===== src/rtl/hsv_core_pkg.sv =====
// Shared constants for the hsv core control/status logic.
// Holds the machine interrupt codes written into mcause.CODE.
package hsv_core_pkg;

    localparam logic [4:0] IRQ_CODE_MSI  = 5'd3;
    localparam logic [4:0] IRQ_CODE_MTI  = 5'd7;
    localparam logic [4:0] IRQ_CODE_MEI  = 5'd11;
    localparam logic [4:0] IRQ_CODE_NONE = 5'd0;

endpackage


===== src/rtl/hsv_core_ctrlstatus_irq_sync.sv =====
// One external interrupt line: synchronizer chain, optional rising-edge
// detect and the pending flop. In edge mode a new edge beats a retire-clear
// that lands in the same cycle, so a re-assertion is never lost.
module hsv_core_ctrlstatus_irq_sync #(
    parameter int SYNC_STAGES = 2,
    parameter bit EDGE        = 1'b0
) (
    input  logic i_clk_core,
    input  logic i_rst_core,
    input  logic i_async_in,
    input  logic i_clear,
    output logic o_pend
);

    logic [SYNC_STAGES-1:0] r_sync;
    logic                   r_sync_prev;
    logic                   r_pend;
    logic                   w_sync_out;
    logic                   w_rise;

    assign w_sync_out = r_sync[SYNC_STAGES-1];
    assign w_rise     = w_sync_out & ~r_sync_prev;
    assign o_pend     = r_pend;

    // Bring the asynchronous pin into the core clock domain and keep its last value for edge detect.
    always_ff @(posedge i_clk_core or posedge i_rst_core) begin
        if (i_rst_core) begin
            r_sync      <= '0;
            r_sync_prev <= 1'b0;
        end else begin
            r_sync      <= {r_sync[SYNC_STAGES-2:0], i_async_in};
            r_sync_prev <= w_sync_out;
        end
    end

    // Pending flop: follows the synchronized level, or latches edges until retired (set wins over clear).
    always_ff @(posedge i_clk_core or posedge i_rst_core) begin
        if (i_rst_core) begin
            r_pend <= 1'b0;
        end else if (EDGE) begin
            if (w_rise) begin
                r_pend <= 1'b1;
            end else if (i_clear) begin
                r_pend <= 1'b0;
            end
        end else begin
            r_pend <= w_sync_out;
        end
    end

endmodule


===== src/rtl/hsv_core_ctrlstatus_irq_arbiter.sv =====
// Machine interrupt arbiter: gathers external, software and timer requests,
// picks one by priority (MEI > MSI > MTI, lowest external index first) and
// offers it to the control/status fsm. The cause is frozen while the fsm is
// committing the trap, and an edge-latched external source is retired after.
module hsv_core_ctrlstatus_irq_arbiter
    import hsv_core_pkg::*;
#(
    parameter int                 NUM_EXT     = 4,
    parameter int                 SYNC_STAGES = 2,
    parameter logic [NUM_EXT-1:0] EXT_EDGE    = '0,
    localparam int                ID_W        = (NUM_EXT > 1) ? $clog2(NUM_EXT) : 1
) (
    input  logic               i_clk_core,
    input  logic               i_rst_core,
    input  logic [NUM_EXT-1:0] i_irq_ext,
    input  logic               i_irq_timer,
    input  logic               i_irq_soft,
    input  logic [NUM_EXT-1:0] i_ext_enable,
    input  logic               i_mie_meie,
    input  logic               i_mie_mtie,
    input  logic               i_mie_msie,
    input  logic               i_irq_lock,
    input  logic               i_irq_taken,
    output logic               o_irq,
    output logic [4:0]         o_irq_cause,
    output logic [ID_W-1:0]    o_irq_ext_id,
    output logic [2:0]         o_mip
);

    typedef enum logic [1:0] {
        ST_IDLE,
        ST_OFFER,
        ST_LOCKED,
        ST_RETIRE
    } state_t;

    state_t             r_state;
    state_t             w_state_next;
    logic [4:0]         r_irq_cause;
    logic [ID_W-1:0]    r_irq_ext_id;
    logic [2:0]         r_mip;
    logic [NUM_EXT-1:0] w_pend;
    logic [NUM_EXT-1:0] w_clear;
    logic [NUM_EXT-1:0] w_ext_masked;
    logic               w_meip;
    logic               w_act_e;
    logic               w_act_s;
    logic               w_act_t;
    logic               w_any;
    logic [4:0]         w_win_cause;
    logic [ID_W-1:0]    w_win_id;
    logic               w_load;
    logic               w_irq;

    for (genvar gi = 0; gi < NUM_EXT; gi++) begin : g_ext
        assign w_clear[gi] = (r_state == ST_RETIRE) && (r_irq_cause == IRQ_CODE_MEI)
                             && (r_irq_ext_id == ID_W'(gi));

        hsv_core_ctrlstatus_irq_sync #(
            .SYNC_STAGES (SYNC_STAGES),
            .EDGE        (EXT_EDGE[gi])
        ) u_sync (
            .i_clk_core  (i_clk_core),
            .i_rst_core  (i_rst_core),
            .i_async_in  (i_irq_ext[gi]),
            .i_clear     (w_clear[gi]),
            .o_pend      (w_pend[gi])
        );
    end

    assign w_ext_masked = w_pend & i_ext_enable;
    assign w_meip       = |w_ext_masked;
    assign w_act_e      = w_meip & i_mie_meie;
    assign w_act_s      = i_irq_soft & i_mie_msie;
    assign w_act_t      = i_irq_timer & i_mie_mtie;
    assign w_any        = w_act_e | w_act_s | w_act_t;

    assign o_irq        = w_irq;
    assign o_irq_cause  = r_irq_cause;
    assign o_irq_ext_id = r_irq_ext_id;
    assign o_mip        = r_mip;

    // Pick the winning source: fixed class priority, lowest enabled pending external line.
    always_comb begin
        w_win_id    = '0;
        w_win_cause = IRQ_CODE_NONE;
        for (int i = NUM_EXT - 1; i >= 0; i--) begin
            if (w_ext_masked[i]) begin
                w_win_id = ID_W'(i);
            end
        end
        if (w_act_e) begin
            w_win_cause = IRQ_CODE_MEI;
        end else if (w_act_s) begin
            w_win_cause = IRQ_CODE_MSI;
        end else if (w_act_t) begin
            w_win_cause = IRQ_CODE_MTI;
        end
    end

    // Offer handshake with the fsm: next state, irq request and when the cause register follows the winner.
    always_comb begin
        w_state_next = r_state;
        w_load       = 1'b0;
        w_irq        = 1'b0;
        case (r_state)
            ST_IDLE: begin
                if (w_any) begin
                    w_state_next = ST_OFFER;
                    w_load       = 1'b1;
                end
            end
            ST_OFFER: begin
                w_irq = 1'b1;
                if (i_irq_lock) begin
                    w_state_next = ST_LOCKED;
                end else if (!w_any) begin
                    w_state_next = ST_IDLE;
                end else begin
                    w_load = 1'b1;
                end
            end
            ST_LOCKED: begin
                w_irq = 1'b1;
                if (i_irq_taken) begin
                    w_state_next = ST_RETIRE;
                end else if (!i_irq_lock) begin
                    w_state_next = w_any ? ST_OFFER : ST_IDLE;
                end
            end
            ST_RETIRE: begin
                w_state_next = ST_IDLE;
            end
            default: begin
                w_state_next = ST_IDLE;
            end
        endcase
    end

    // State register.
    always_ff @(posedge i_clk_core or posedge i_rst_core) begin
        if (i_rst_core) begin
            r_state <= ST_IDLE;
        end else begin
            r_state <= w_state_next;
        end
    end

    // Cause and external id track the winner while offering, and hold once the fsm locks.
    always_ff @(posedge i_clk_core or posedge i_rst_core) begin
        if (i_rst_core) begin
            r_irq_cause  <= IRQ_CODE_NONE;
            r_irq_ext_id <= '0;
        end else if (w_load) begin
            r_irq_cause  <= w_win_cause;
            r_irq_ext_id <= w_win_id;
        end
    end

    // Raw pending bits for CSR reads, before the mie gating.
    always_ff @(posedge i_clk_core or posedge i_rst_core) begin
        if (i_rst_core) begin
            r_mip <= '0;
        end else begin
            r_mip <= {w_meip, i_irq_timer, i_irq_soft};
        end
    end

endmodule


===== config.mk =====
export PLATFORM = sky130hd
export DESIGN_NAME = hsv_core_ctrlstatus_irq_arbiter
export DESIGN_NICKNAME = d
export VERILOG_FILES = /design/src/rtl/hsv_core_pkg.sv /design/src/rtl/hsv_core_ctrlstatus_irq_sync.sv /design/src/rtl/hsv_core_ctrlstatus_irq_arbiter.sv
export SDC_FILE = /design/constraint.sdc
export NUM_CORES = 1
export LEC_CHECK = 0
export CAP_MARGIN = 20
export CORE_MARGIN = 2
export CORE_UTILIZATION = 40
export CTS_CLUSTER_SIZE = 8
export DETAILED_ROUTE_END_ITERATION = 7
export MAX_ROUTING_LAYER = met4
export PLACE_DENSITY_LB_ADDON = 0.05
export SETUP_SLACK_MARGIN = 0.2
export SKIP_CTS_REPAIR_TIMING = 1
export SYNTH_ARGS = -nofsm -noshare
export SYNTH_HDL_FRONTEND = slang
export SYNTH_SLANG_ARGS = --single-unit

===== constraint.sdc =====
create_clock -name i_clk_core -period 2.8 [get_ports i_clk_core]
set_clock_uncertainty 0.2 [all_clocks]
set_input_delay 0.56 -clock i_clk_core [delete_from_list [all_inputs] [get_ports i_clk_core]]
set_output_delay 0.56 -clock i_clk_core [all_outputs]
set_load 0.1 [all_outputs]

; ---- Yosys cells after proc, flatten, opt, wreduce, memory -nomap -nowiden
; Index checks and enable logic that the tools add are counted.
[totals]
ff_bits = 24
elab_cells = 46
input_bits = 17
[op_classes]
n_reduce_logical = 4
mux = 18
bitwise = 6
n_eq_ne = 6
[op_table]
columns = operator, n
row1 = 2-bit two-way mux, 9
row2 = 2-bit case mux with 4 select lines, 1
row3 = 3-bit two-way mux, 2
row4 = 3-bit inequality test (second input constant), 2
row5 = 4-bit AND, 1
row6 = 2-bit equality test (second input constant), 2
row7 = 1-bit two-way mux, 4
row8 = 4-bit two-way mux, 1
row9 = 4-bit OR reduction, 1
row10 = 1-bit AND, 3
row11 = 3-bit AND reduction, 1
row12 = 2-bit by 1-bit equality test with 1-bit output (second input constant), 1
row13 = 2-bit zero test, 1
row14 = 2-bit inequality test (second input constant), 1
row15 = 1-bit bitwise OR, 2
row16 = 1-bit case mux with 2 select lines, 1
row17 = 2-bit OR reduction, 1

; ---- Longest topological paths before layout
; Gate-level depths: netlist (run 1).
[logic_depth]
depth_word = 9
ltp_mapped = 7
ltp_nobuf = 7

; ---- By module
; From an unflattened synthesis (run 1), not the netlist that was laid out.
[unflattened]
hier_cells = 79
area_unflattened_um2 = 912.1
[by_module_without_submodules]
columns = mod, area_per_inst_um2, seq_area_each_um2, n_inst, cells_per_inst
row1 = hsv_core_ctrlstatus_irq_arbiter, 596.8, 250.2, 1, 63
row2 = hsv_core_ctrlstatus_irq_sync, 78.8, 75.1, 4, 4

; ---- Worst setup path after synthesis (run 1)
; Ideal clock, no wire load.
[synth_timing]
kind = register to output
from = reg r_irq_cause[1], in the netlist o_irq_cause[1]
to = out o_irq_cause[1]
required_ns = 2.040
t_arrival_ns = 1.334
setup_slack_ns = 0.706
path_buffers = 1
stages_incl_launch_ff = 2
path_cell_list = dfrtp_1 -> buf_4
[synth_rtl]
columns = element, line
row1 = from (decl), hsv_core_ctrlstatus_irq_arbiter.sv:39  ; logic [4:0] r_irq_cause;
row2 = from (signal assigned), hsv_core_ctrlstatus_irq_arbiter.sv:155  ; r_irq_cause <= w_win_cause;
row3 = to (decl), hsv_core_ctrlstatus_irq_arbiter.sv:25  ; output logic [4:0] o_irq_cause,
; No word-level cell between the ends.

; ---- Worst setup path in the final report (run 1)
[layout_timing]
from = reg r_state[1]
to = out o_irq
[layout_via]
elab_chain_len = 3
[layout_rtl]
columns = element, line
row1 = from (decl), hsv_core_ctrlstatus_irq_arbiter.sv:37  ; state_t r_state;
row2 = from (signal assigned), hsv_core_ctrlstatus_irq_arbiter.sv:145  ; r_state <= w_state_next;
row3 = 2-bit equality test / 2-bit by 1-bit equality test with 1-bit output (equally long branches), hsv_core_ctrlstatus_irq_arbiter.sv:106  ; case (r_state)
row4 = 2-bit OR reduction (no source line) *, -
row5 = 1-bit two-way mux *, hsv_core_ctrlstatus_irq_arbiter.sv:106
row6 = to (decl), hsv_core_ctrlstatus_irq_arbiter.sv:24  ; output logic o_irq,
; Mark *: on every way between the ends. The rest lies on a longest branch, timed or not.

==> results by group, run 1 <==
GRT
  • Tot GR Track Use: 13.0%
  • Largest net degree at the start of global routing: 23
  • First-pass GRT wire length: 2.21 mm
  • Vias in the first global route: 529
  • Total gr overflow: 0
  • Antenna violations before repair: 0

STA
  • Fin. max-slew vios: 0
  • Highest clock rate: 0.481 GHz
  • Setup Viol. Count Final: 0
  • Fin crit period: 2.08 ns
  • RSZ-0062 raised after global routing: no
  • Final hold vios: 0
  • Worst Max-Slew Pin Slew: 0.788 ns
  • Final period utilization: 74.3%
  • Worst slew margin: 47.4%
  • Setup TNS: 0 ns

Layout
  • Util after Layout: 58.6%
  • Filler cell count: 174
  • Layout area overhead: 37.1%
  • Sequential cell area: 551 µm²
  • Fraction of layout instances using a drive strength above 1: 24.2%
  • Combined area of the multi-input logic cells: 270 µm²
  • Layout Nets: 116
  • Ant diodes: 0

Yosys
  • Average cell area after synthesis: 12.8 µm²
  • Number of synthesis warnings: 0
  • Top-area cell type share of the netlist area: 65.0%
  • Synth cell types: 24
  • Top post-synthesis cells by area: dfrtp_1 65%, ha_1 4.4%, nor2_1 3.1%
  • Post-synth net total: 86
  • Synthesized instance count: 66
  • Post-synthesis register bit count: 22
  • Synth Cell Area: 847 µm²
  • Synth area leader: dfrtp_1
  • Post-synthesis sequential area ratio: 65.0%

Power and ir drop
  • Pint: 664 µW
  • Switching Share: 44.4%
  • Pwr/cell area: 1030 mW/mm²
  • Clk pwr share: 20.1%
  • VDD IR max: 0.895 mV
  • Sequential power share: 32.6%
  • P_sw: 529 µW
  • Combinational Power Share: 47.3%
  • P_leak: 0.000524 µW

Setup path
  • Crit-path slowest cell: dfrtp_1
  • Worst path arrival time: 1.32 ns
  • CP Data Required Time: 2.04 ns
  • Worst setup EP type: primary output
  • CP max stage delay: 0.38 ns
  • Crit-path cells: inv_1, ha_1, buf_4
  • CP Class: reg2out
  • Count of buffer and inverter cells on the critical path: 2
  • Critical path fanouts, max: 3
  • Delay-heaviest family, CP: flip-flops
  • R2r setup slk: 0.94 ns
  • Startpoint Class: flop

Drt
  • Uppermost layer routed: met4
  • DRT Pass-1 Iters: 4
  • Met2 wire length: 626 µm
  • DRC errors left: 0
  • Met1 WL: 563 µm
  • First-iteration detailed-routing DRC count: 3
  • Vias per inst: 4.84
  • Avg WL per Cell: 10.9 µm
  • Met3 wire len: 89 µm
  • Vias: 590
  • WL final: 1.33 mm
  • Final ANT Viol Nets: 0

Clock network
  • Worst-Skew Late Latency: 0.31 ns
  • CTS tree: built
  • TritonCTS Buffers: 3
  • Root buffer cell: clkbuf_4
  • CTS H-tree depth: 1
  • Clock Tree Buf Depth: 2
  • Clk sinks: 22
  • Clock transition at the registers of the reported paths: 0.11 ns

Flow run
  • Maxcap violations: 0

Place
  • DP HPWL: 1.02 mm
  • I/O Buffers: 26
  • Routability cong.: 0.766

Outcome
  • Status: finished clean

Die
  • Row cnt: 16
  • Starting Density: 42.7%
  • Die width: 50.0 µm
  • Io pins: 28
  • Die area: 0.00250 mm²
  • Core area: 0.00198 mm²
  • Die height: 50.0 µm

Min path
  • HP Class: reg2reg
## power groups by stage
stage	Clock, µW	Combinational, µW	Sequential (µW)
2_1_floorplan	0	235	601
3_3_place_gp	0	566	396
4_1_cts	251	567	390
5_1_grt	259	598	397
3_5_place_dp	0	566	397
6_report	240	564	389
## flip-flops by register name, indices dropped and copies added, names as in the netlist
name                 flops
o_mip                    3
g_ext.u_sync.r_sync      8
r_state                  2
o_irq_cause              3
o_irq_ext_id             2
g_ext.u_sync.o_pend      4
## layout by cell type (no fill, tap or decap), types with 2 or more instances in the layout
master	instances
a21oi_1	2
a22oi_2	2
a32oi_1	2
buf_4	11
clkbuf_4	3
clkdlybuf4s50_1	16
dfrtp_1	22
ha_1	3
inv_1	3
nand2_1	5
nor2_1	7
o21ai_0	4
## worst register-to-register path: stages (launching register included)
cell and delay, ns:
dfrtp_1 0.41, inv_1 0.09, ha_1 0.17, nor2b_1 0.21, nor2_1 0.06, buf_4 0.15
nor2_1 0.14, mux2_2 0.34
## synthesized netlist by cell type
master   count
nand2_2      1
o31ai_1      1
a211o_1      1
a32o_1       1
buf_4        2
a32oi_1      2
and3_1       1
nor2_1       7
a22oi_2      2
a22o_1       1
inv_1        3
conb_1       1
or2_2        1
a21oi_1      2
ha_1         3
a22oi_1      1
nor2b_1      1
o21ai_0      4
mux2_2       1
or2b_2       1
nand2_1      5
dfrtp_1     22
a21bo_4      1
and2_2       1
## stage by stage
stage,hold WS (ns),instance area [µm²],total power (µW),worst slack [ns],std cells
after floorplan,0.131,847,837,0.706,66
after global placement,0.131,1110,961,0.437,118
after detailed placement,0.135,1110,963,0.404,118
after CTS,0.163,1160,1210,0.694,122
after global routing,0.168,1160,1250,0.635,122
final,0.159,1160,1190,0.720,122
## layout make-up
class                   instances  area share, %
clock buffers                   3           1.94
clock inverters                 1           2.59
inverters                       3          0.970
multi-input cells              39           23.3
flip-flops and latches         22           47.4
well taps                      27           2.91
repair buffers                 27           20.9
## cells by family (layout without fill, tap and decap cells)
kind of cell    after synthesis  after routing  synth area share, %
compound gates               16             16                 15.5
buf+inv                       5             34                 3.10
mux                           1              1                 1.33
fa+ha+maj                     3              3                 4.43
simple gates                 18             18                 10.2
flops                        22             22                 65.0
other cells                   1              1                0.443
## per-layer routing
metal  up-vias  GRT usage [%]
met2        18           19.5
met4         0           9.72
met5         -              -
li1        282              -
met3         5           5.45
met1       285           13.5
## path summary, 6_finish.rpt
kind | start | to | cells after the start
max in group asynchronous | i_rst_core | g_ext[3].u_sync.o_pend$_DFF_PP0_ | 2
min reg2reg | g_ext[3].u_sync.r_sync[1]$_DFF_PP0_ | g_ext[3].u_sync.o_pend$_DFF_PP0_ | 0
max | r_state[1]$_DFFE_PP0P_ | o_irq | 3
min | g_ext[3].u_sync.r_sync[1]$_DFF_PP0_ | g_ext[3].u_sync.o_pend$_DFF_PP0_ | 0
min in group asynchronous | i_rst_core | g_ext[0].u_sync.o_pend$_DFF_PP0_ | 2
max reg2reg | r_state[1]$_DFFE_PP0P_ | o_irq_ext_id[0]$_DFFE_PP0P_ | 7
No activity file was read; power rests on OpenSTA's default activity.
==> inputs of run 2 (changes only) <==
Clock period 2.8 ns to 1.99 ns, I/O delays scaled along.
==> run 2 against run 1 <==
Largest cell class unchanged. Total power rose by 63%. Worst setup slack got worse by 0.55 ns. Die area did not move. Combinational power rose by 83%. Design area rose by 18%. Non-clock buffer count rose by 6. First-iteration DRC count rose to 3.0 times the previous value. Via count rose by 2.5%. Final cell count rose by 4.9%. Sequential power rose by 48%. Routed wire length rose by 21%. Clock power rose by 42%.
==> results by group, run 2 (synthesis results as in run 1) <==
Layout
  • Max reg flops: 8 (unchanged)
  • Ant diodes: 0 (unchanged)
  • Sequential cell area: 552 µm² (+0.23%)
  • Filler cell count: 152 (-13%)
  • Combined area of the multi-input logic cells: 300 µm² (+11%)
  • Final cell area excluding filler cells: 0.00137 mm² (+18%)
  • Util after Layout: 69.3% (+11 points)
  • Layout area overhead: 62.0%
  • Most common cell after layout, fill and taps aside: dfrtp_1
  • Fraction of layout instances using a drive strength above 1: 36.6% (+12 points)
  • Fin cells: 128 (+4.9%)
  • Layout Nets: 122 (+5.2%)
  • Largest register by flop count: g_ext.u_sync.r_sync
  • Most frequent cells in the layout: 21 x dfrtp_1, 12 x clkdlybuf4s50_1, 10 x buf_12

STA
  • Final hold vios: 0 (unchanged)
  • Highest clock rate: 0.550 GHz
  • Setup Viol. Count Final: 0 (unchanged)
  • RSZ-0062 raised after global routing: yes
  • WHS: 0.160 ns (+0.000699 ns)
  • Final period utilization: 91.4%
  • Fin crit period: 1.82 ns
  • Fin. max-slew vios: 0 (unchanged)

Power and ir drop
  • Pint: 1130 µW (+70%)
  • Combinational Power Share: 52.9% (+5.6 points)
  • P_sw: 819 µW (+55%)
  • Switching Share: 42.1% (-2.3 points)
  • Sequential power share: 29.6% (-3.0 points)
  • Clk pwr share: 17.5% (-2.6 points)
  • Pwr/cell area: 1420 mW/mm² (+38%)
  • VDD IR max: 1.20 mV (+34%)
  • P_leak: 0.000641 µW (+22%)
  • Total Power: 1940 µW (+63%)

Drt
  • Avg WL per Cell: 12.6 µm (+15%)
  • Vias: 605 (+2.5%)
  • Final ANT Viol Nets: 0 (unchanged)
  • DRT Pass-1 Iters: 3 (-1)
  • Vias per inst: 4.73 (-2.3%)
  • DRC errors left: 0 (unchanged)
  • WL final: 1.61 mm (+21%)
  • First-iteration detailed-routing DRC count: 9 (+6)

Setup path
  • Worst path arrival time: 1.22 ns (-0.10 ns)
  • R2r setup slk: 0.26 ns (-0.68 ns)
  • CP Class: reg2out
  • Startpoint Class: flop
  • CP Data Required Time: 1.39 ns (-0.65 ns)
  • Worst setup EP type: primary output
  • Critical path fanouts, max: 3 (unchanged)

Die
  • Starting Density: 42.7% (unchanged)
  • Core area: 0.00198 mm² (unchanged)
  • Die width: 50.0 µm (unchanged)
  • Die height: 50.0 µm (unchanged)
  • Die area: 0.00250 mm² (unchanged)
  • Row cnt: 16 (unchanged)
  • Io pins: 28 (unchanged)

GRT
  • Tot GR Track Use: 14.4% (+1.4 points)
  • Antenna violations before repair: 0 (unchanged)
  • Vias in the first global route: 561 (+6.0%)
  • First-pass GRT wire length: 2.56 mm (+16%)
  • Largest net degree at the start of global routing: 23 (unchanged)
  • Total gr overflow: 0 (unchanged)

Clock network
  • Worst-Skew Late Latency: 0.31 ns (about the same)
  • Clock transition at the registers of the reported paths: 0.12 ns (about the same)
  • Clk sinks: 22 (unchanged)
  • CTS tree: built
  • TritonCTS Buffers: 3 (unchanged)
  • Clock Tree Buf Depth: 2 (unchanged)
  • Root buffer cell: clkbuf_4
  • CTS H-tree depth: 1 (unchanged)

Outcome
  • Status: finished clean

Min path
  • HP Class: reg2reg

Place
  • Placed Area: 0.00128 mm² (+16%)
  • DP HPWL: 1.19 mm (+16%)
  • I/O Buffers: 26 (unchanged)
  • Routability cong.: 0.814 (+6.3%)
  • Placed cells: 124 (+5.1%)

Flow run
  • Maxcap violations: 0 (unchanged)
[run 2: worst paths after layout]
| path | start | endpoint | cells past startpoint |
|---|---|---|---|
| max reg2reg | g_ext[3].u_sync.o_pend$_DFF_PP0_ | r_state[1]$_DFFE_PP0P_ | 5 |
| min in group asynchronous | i_rst_core | g_ext[0].u_sync.o_pend$_DFF_PP0_ | 3 |
| min reg2reg | g_ext[2].u_sync.r_sync[0]$_DFF_PP0_ | g_ext[2].u_sync.r_sync[1]$_DFF_PP0_ | 0 |
| max in group asynchronous | i_rst_core | o_irq_cause[1]$_DFFE_PP0P_ | 3 |
| min | g_ext[2].u_sync.r_sync[0]$_DFF_PP0_ | g_ext[2].u_sync.r_sync[1]$_DFF_PP0_ | 0 |
| max | r_state[1]$_DFFE_PP0P_ | o_irq | 3 |
[run 2: metal layers]
metal / wire [µm] / share of wire, % / track usage (%)
met3: 68 / 4.2 / 3.03
met4: 37 / 2.3 / 8.33
met1: 631 / 39 / 15.6
met5: 0 / 0 / -
met2: 869 / 54 / 24.1
[run 2: worst max-delay path, stage by stage (launching register included)]
cell	delay [ns]
dfrtp_1	0.40
inv_2	0.07
ha_4	0.27
buf_12	0.16
[run 2: power groups by stage]
stage               sequential [µW]  clock [µW]  combinational, µW
floorplan                       846           0                340
global placement                580           0                964
detailed placement              583           0                973
CTS                             573         352                980
global route                    584         372               1080
finish                          575         340               1030
[run 2: cell type report]
type	instances	area share, %
Tap cell	27	2.46
Sequential cell	22	40.2
Clock inverter	1	2.19
Timing Repair Buffer	33	30.8
Clock buffer	3	1.64
Inverter	3	0.820
Multi-Input combinational cell	39	21.9
[run 2: per-stage QoR]
step	setup TNS, ns	worst slack, ns
after floorplan	0	0.318
final	0	0.171
after global routing	0	0.114
after global placement	-0.622	-0.199
after CTS	0	0.0938
after detailed placement	-0.705	-0.246
==> inputs of run 3 (changes only) <==
Settings changed: CTS_CLUSTER_SIZE 8 to default.
==> results of run 3 <==
The final DEF is identical to that of run 2; final timing and power are the same.
